===== src/rtl/irrigacao_pkg.sv =====
// Shared types and constants for the irrigation controller.
// Holds the FSM state encoding, default timing constants and the level-probe decode.
// Imported by irrigacao_ctrl and tempo_contador.
package irrigacao_pkg;

    typedef enum logic [1:0] {
        IDLE  = 2'd0,
        DRIP  = 2'd1,
        SPRAY = 2'd2
    } irr_state_t;

    localparam int MIN_ON_DEF       = 8;
    localparam int FILL_TIMEOUT_DEF = 64;
    localparam int DISP_PERIOD_DEF  = 16;

    // A probe reporting water above a dry probe below it is physically impossible.
    function automatic logic level_err(input logic nivel_a, input logic nivel_m,
                                       input logic nivel_b);
        return (nivel_a & ~nivel_m) | (nivel_m & ~nivel_b);
    endfunction

endpackage


===== src/rtl/tempo_contador.sv =====
// Saturating up or down cycle counter with clear, load and a terminal flag.
// Latency: count changes on the clock edge after clr/load/en; term is combinational from the count.
// Up mode: term marks the last count before MAXV. Down mode: term marks zero.
module tempo_contador
    import irrigacao_pkg::*;
#(
    parameter int MAXV = 8,
    parameter bit UP   = 1'b1,
    localparam int W   = $clog2(MAXV + 1)
) (
    input  logic         clk,
    input  logic         rst,
    input  logic         clr,
    input  logic         load,
    input  logic [W-1:0] load_val,
    input  logic         en,
    output logic         term
);

    localparam logic [W-1:0] CAP  = W'(MAXV);
    localparam logic [W-1:0] LAST = W'(MAXV - 1);

    logic [W-1:0] cnt;

    // Count register: clear beats load beats count; never wraps.
    always_ff @(posedge clk or posedge rst) begin
        if (rst) begin
            cnt <= '0;
        end else if (clr) begin
            cnt <= '0;
        end else if (load) begin
            cnt <= load_val;
        end else if (en) begin
            if (UP) begin
                if (cnt < CAP) cnt <= cnt + 1'b1;
            end else begin
                if (cnt != '0) cnt <= cnt - 1'b1;
            end
        end
    end

    // Terminal flag seen by the owner in the same cycle as the count.
    always_comb begin
        term = UP ? (cnt >= LAST) : (cnt == '0);
    end

endmodule


===== src/rtl/irrigacao_ctrl.sv =====
// Irrigation controller: valve hysteresis, fill timeout fault, alarm, drip/spray FSM, display select.
// Latency: every output is registered; inputs present before an edge show on outputs at that edge.
// No flow control; sensors are sampled every cycle. Optional macro: DISP_AUTO_EN (auto display paging).
module irrigacao_ctrl
    import irrigacao_pkg::*;
#(
    parameter int MIN_ON       = MIN_ON_DEF,
    parameter int FILL_TIMEOUT = FILL_TIMEOUT_DEF,
    parameter int DISP_PERIOD  = DISP_PERIOD_DEF
) (
    input  logic clk,
    input  logic rst,
    input  logic nivel_a,
    input  logic nivel_m,
    input  logic nivel_b,
    input  logic us,
    input  logic ua,
    input  logic t,
    input  logic sl,
    input  logic ack,
    output logic al,
    output logic ve,
    output logic gt,
    output logic asp,
    output logic fill_fault,
    output logic disp_sel
);

    localparam int MW = $clog2(MIN_ON + 1);
    localparam int FW = $clog2(FILL_TIMEOUT + 1);
    localparam logic [MW-1:0] MIN_LOAD = MW'(MIN_ON - 1);

    irr_state_t state, nxt_state;

    logic fill_term, fill_hit, fault_d, al_d, ve_d, disp_d;
    logic want_drip, want_spray, can_drip, can_spray, forced;
    logic min_zero, min_load, min_clr, min_en;

    // Valve-open time: restarts whenever the valve is closed.
    tempo_contador #(.MAXV(FILL_TIMEOUT), .UP(1'b1)) u_fill (
        .clk      (clk),
        .rst      (rst),
        .clr      (~ve),
        .load     (1'b0),
        .load_val ({FW{1'b0}}),
        .en       (ve),
        .term     (fill_term)
    );

    // Minimum on-time of the active irrigation mode, counted down to zero.
    tempo_contador #(.MAXV(MIN_ON), .UP(1'b0)) u_min_on (
        .clk      (clk),
        .rst      (rst),
        .clr      (min_clr),
        .load     (min_load),
        .load_val (MIN_LOAD),
        .en       (min_en),
        .term     (min_zero)
    );

    // Next fault, alarm and valve: a timeout wins over everything, the alarm closes the valve.
    always_comb begin
        fill_hit = ve & fill_term;
        fault_d  = fill_hit | (fill_fault & ~ack);
        al_d     = level_err(nivel_a, nivel_m, nivel_b) | fault_d;
        ve_d     = ~al_d & ~nivel_a & (~nivel_m | ve);
    end

    // Mode selection and min-on counter control; alarm or empty tank always forces IDLE.
    always_comb begin
        want_drip  = us & (t | ~ua);
        want_spray = us & ~t & ua;
        can_drip   = want_drip & nivel_b;
        can_spray  = want_spray & nivel_m;
        forced     = al_d | ~nivel_b;
        nxt_state  = state;
        min_load   = 1'b0;
        min_clr    = 1'b0;
        min_en     = 1'b0;
        case (state)
            IDLE: begin
                if (!al_d && can_drip) begin
                    nxt_state = DRIP;
                    min_load  = 1'b1;
                end else if (!al_d && can_spray) begin
                    nxt_state = SPRAY;
                    min_load  = 1'b1;
                end
            end
            DRIP: begin
                if (forced) begin
                    nxt_state = IDLE;
                    min_clr   = 1'b1;
                end else if (!min_zero) begin
                    min_en = 1'b1;
                end else if (!want_drip) begin
                    if (can_spray) begin
                        nxt_state = SPRAY;
                        min_load  = 1'b1;
                    end else begin
                        nxt_state = IDLE;
                        min_clr   = 1'b1;
                    end
                end
            end
            SPRAY: begin
                if (forced) begin
                    nxt_state = IDLE;
                    min_clr   = 1'b1;
                end else if (!min_zero) begin
                    min_en = 1'b1;
                end else if (!want_spray) begin
                    if (can_drip) begin
                        nxt_state = DRIP;
                        min_load  = 1'b1;
                    end else begin
                        nxt_state = IDLE;
                        min_clr   = 1'b1;
                    end
                end
            end
            default: begin
                nxt_state = IDLE;
                min_clr   = 1'b1;
            end
        endcase
    end

    // Irrigation FSM with registered mode outputs; gt and asp come from one state so never overlap.
    always_ff @(posedge clk or posedge rst) begin
        if (rst) begin
            state <= IDLE;
            gt    <= 1'b0;
            asp   <= 1'b0;
        end else begin
            state <= nxt_state;
            gt    <= (nxt_state == DRIP);
            asp   <= (nxt_state == SPRAY);
        end
    end

    // Alarm, valve and latched fault registers.
    always_ff @(posedge clk or posedge rst) begin
        if (rst) begin
            al         <= 1'b0;
            ve         <= 1'b0;
            fill_fault <= 1'b0;
        end else begin
            al         <= al_d;
            ve         <= ve_d;
            fill_fault <= fault_d;
        end
    end

`ifdef DISP_AUTO_EN
    logic page_term;

    // Page timer: held at zero during an alarm, restarts after each page flip.
    tempo_contador #(.MAXV(DISP_PERIOD), .UP(1'b1)) u_page (
        .clk      (clk),
        .rst      (rst),
        .clr      (al_d | page_term),
        .load     (1'b0),
        .load_val ({$clog2(DISP_PERIOD + 1){1'b0}}),
        .en       (1'b1),
        .term     (page_term)
    );

    // Auto paging; an alarm pins the level page.
    always_comb begin
        disp_d = al_d ? 1'b0 : (disp_sel ^ page_term);
    end
`else
    // Manual paging; an alarm pins the level page.
    always_comb begin
        disp_d = sl & ~al_d;
    end
`endif

    // Display select register.
    always_ff @(posedge clk or posedge rst) begin
        if (rst) disp_sel <= 1'b0;
        else     disp_sel <= disp_d;
    end

endmodule


===== config.mk =====
export PLATFORM = sky130hd
export DESIGN_NAME = irrigacao_ctrl
export DESIGN_NICKNAME = d
export VERILOG_FILES = /design/src/rtl/irrigacao_pkg.sv /design/src/rtl/tempo_contador.sv /design/src/rtl/irrigacao_ctrl.sv
export SDC_FILE = /design/constraint.sdc
export NUM_CORES = 1
export LEC_CHECK = 0
export CORE_MARGIN = 2
export CORE_UTILIZATION = 45
export DETAILED_ROUTE_END_ITERATION = 10
export PLACE_DENSITY = 0.64
export REMOVE_ABC_BUFFERS = 1
export SLEW_MARGIN = 40
export SYNTH_ARGS = -nofsm -noshare
export SYNTH_HDL_FRONTEND = slang
export SYNTH_HIERARCHICAL = 1
export SYNTH_SLANG_ARGS = --single-unit
export TNS_END_PERCENT = 10

===== constraint.sdc =====
create_clock -name clk -period 3.1 [get_ports clk]
set_input_delay 0.93 -clock clk [delete_from_list [all_inputs] [get_ports clk]]
set_output_delay 0.93 -clock clk [all_outputs]
set_load 0.02 [all_outputs]

==> summary.md <==
| Metric | Value |
|---|---|
| Area grow syn2layout | 23.40% |
| Fmax | between 300 and 400 MHz |
| Crit Path Max Fanout | 6 |
| Final ANT Viol Nets | 0 |
| Met1 usage | 0.2482 |
| Drt drc | 0 |
| Most used DFF post-synth | dfrtp_1 |
| Sequential share of the synthesized area | 0.3689 |
| Compound-gate portion of the synthesized area | 0.2223 |
| #FFs+latches synth | 19 |
| Setup bufs post-CTS | 0 |
| CTS sink count | 19 |
| CP startpoint kind | primary input |
| Tcrit/Tclk final | 0.9234 |
| DP Wirelength | roughly 2200 um |
| GRT Residual Overflow | 0 |
| Clock transition at path regs | around 0.11 ns |
| Post-synth EDFFs | 0 |
| Chip height | around 58 um |
| Cell Pwr Density | 585.8 nW/um^2 |
| Hold Vio Cnt, Final | 0 |
| Largest net degree at the start of global routing | 13 |
| M2 GR Usage | 0.3019 |
| Final WL | approximately 2800 um |
| Tot GR Track Use | 0.1808 |
| GR peak layer | met2 |
| Share of layout cells above drive strength 1 | 0.1017 |
| Async set or reset register ratio after synthesis | 1.000 |
| Vias in the first global route | 1081 |
| H-tree levels | 1 |
| Leakage | just over 0.7 nW |
| Placed inst area | approximately 1600 sq um |
| Die Wd | 57.52 um |
| Starting density of the core | 0.4714 |
| Die area | about 3300 sq um |
| Antenna Cells | 0 |
| Design area | 1590 sq um |
| Initial antenna violation count | 0 |
| Status | finished clean |
| Vias per inst | ~5.3 |
| Final setup margin | 0.2373 ns |
| CTS tree | built |
| CTS root buffer | clkbuf_4 |
| Routed via count | 1111 |
| Setup Viol. Count Final | 0 |
| Dpl ws | -0.05790 ns |
| Worst endpoint required time | around 3.3 ns |
| Crit path DAT | between 3 and 4 ns |
| Syn Area/Cell | 9.140 sq um |
| Max cap viols | 0 |
| Skew final | approximately 0.0027 ns |
| Final slew viol count | 0 |
| Row cnt | 19 |
| Core Box Area | ~2700 sq um |
| Met3 usage | 0.03175 |
| Post-route non-filler standard cell count | ~210 |
| Clock buffer depth | 2 |
| Port bufs | 15 |
| Post-synthesis share of cell area spent on full adders, half adders and majority gates | 0.06796 |
| Mux contribution to synthesized area | 0.02330 |
| Largest family of logic cells by synthesized area | simple AND/OR/NAND/NOR gates |
| Nets | a little under 200 |
| Routed len/inst | between 10 and 15 um |
| I/O pin count | 16 |
| Syn Inst Count | 141 |
| First-pass GRT wire length | about 4700 um |
| Worst vdd ir | 0.3944 mV |
| Min Tclk post-route | roughly 2.9 ns |
| Total iterations of the first detailed-routing run | 4 |
| Routability Congestion | around 0.90 |
| Cell area after synthesis | ~1300 sq um |
| DRT iter0 DRCs | 31 |
| Post-CTS resize count | 0 |
| CP endpoint kind | flip-flop |
| Synth warn | 6 |
| Critical path type | in2reg |
| Post-synthesis cell type count | 43 |
| Cts hold-fix bufs | 0 |
| Skew-Pair Late Insertion Delay | 0.29 ns |
| Post-Synth XOR/XNOR Area | 0.01359 |
| Simple-Gate Fraction of Synth Area | 0.2427 |
| Placed insts | slightly above 200 |
| Hold Path Class | reg2reg |
| Unrepaired setup endpoints after global routing | false |
| CTS Buf Count | 3 |
[critical path, cell delays in order]
cell and delay [ns]:
clkdlybuf4s50_1 0.50, or3b_2 0.50, o221ai_1 0.20, a21oi_1 0.09, mux2i_1 0.27, buf_4 0.20, a2111oi_4 0.04, a311o_2 0.31
[per-layer routing]
metal  up-vias  share of wire
li1        573              -
met1       510           0.49
met2        26           0.46
met3         2          0.043
met4         0         0.0047
met5         -              0
[cell usage after synthesis, drive strengths merged, types with 3 or more instances]
| cell | n | share of area |
|---|---|---|
| dfrtp | 19 | 0.37 |
| nor2 | 13 | 0.038 |
| nand2b | 3 | 0.020 |
| ha | 7 | 0.068 |
| mux2i | 3 | 0.023 |
| a311oi | 3 | 0.020 |
| nand2 | 8 | 0.023 |
| inv | 18 | 0.052 |
| a31oi | 4 | 0.024 |
| a21oi | 4 | 0.016 |
| o21ai | 6 | 0.023 |
| nand4 | 3 | 0.026 |
| a211oi | 6 | 0.035 |
| nor3 | 3 | 0.012 |
| nand3 | 8 | 0.031 |
[logic make-up (layout without fill, tap and decap cells)]
kind of cell    Yosys count  in the layout
xor+xnor                  2              2
other cells               2             14
mux                       3              3
compound gates           36             36
fa+ha+maj                 7              7
flops                    19             19
simple gates             53             53
buf+inv                  19             43
[cells in the final DEF (no fill, tap or decap), types with 2 or more instances in the layout]
master | synthesis | routed
or3_1 | 2 | 2
o21ai_0 | 6 | 6
a311oi_1 | 3 | 3
nand2b_1 | 2 | 2
nand4_1 | 2 | 2
nor3_1 | 3 | 3
nand3b_1 | 2 | 2
nor3b_1 | 2 | 2
mux2i_1 | 3 | 3
clkdlybuf4s50_1 | 0 | 15
a221oi_1 | 2 | 2
nor2_1 | 13 | 13
a21oi_1 | 4 | 4
inv_1 | 18 | 18
a21o_1 | 2 | 2
buf_4 | 0 | 6
dfrtp_1 | 19 | 19
conb_1 | 2 | 14
clkbuf_4 | 0 | 3
ha_1 | 7 | 7
a211oi_1 | 6 | 6
xnor2_1 | 2 | 2
nand2_1 | 8 | 8
nand3_1 | 8 | 8
a31oi_1 | 3 | 3
o21bai_1 | 2 | 2
[sequential cells by signal (all words and copies together) (netlist names)]
signal and flops:
ve 1, al 1, asp 1, gt 1, state 2, u_min_on/cnt 4
disp_sel 1, fill_fault 1, u_fill/cnt 7
[cell type report]
cell class	count	area (sq um)
fill	237	1144
multi-input combinational	115	787.0
sequential	19	475.5
timing repair buffer	21	195.2
inverter	18	67.56
tap	31	38.79
clock buffer	4	26.28
[where the power goes]
part	internal [mW]	total, mW	switching [mW]
Combinational	0.208	0.474	0.267
Sequential	0.293	0.331	0.0387
Clock	0.0499	0.126	0.0759
Total	0.550	0.932	0.381
[through the flow]
step | util | hold slack, ns | power [mW] | setup TNS [ns]
6_report | 0.5817 | 0.6170 | 0.9316 | 0
3_3_place_gp | 0.5721 | 0.5791 | 0.7956 | 0
5_1_grt | 0.5817 | 0.6461 | 1.016 | 0
2_1_floorplan | - | 0.5492 | 0.6674 | 0
3_5_place_dp | 0.5721 | 0.5941 | 0.8092 | -0.05790
4_1_cts | 0.5817 | 0.6098 | 0.9304 | 0
[final timing paths]
check                                      from  cells after the start              end  slack (ns)
worst max-delay path                    nivel_m                      8  u_min_on/cnt[1]        0.24
worst min-delay path              u_fill/cnt[5]                      2    u_fill/cnt[5]        0.62
worst max register to register  u_min_on/cnt[1]                     11  u_min_on/cnt[1]        0.39
worst min register to register    u_fill/cnt[5]                      2    u_fill/cnt[5]        0.62
max in group asynchronous                   rst                      2               al        1.91
min in group asynchronous                   rst                      2  u_min_on/cnt[3]        0.92
Power figures use the tool's default switching activity.
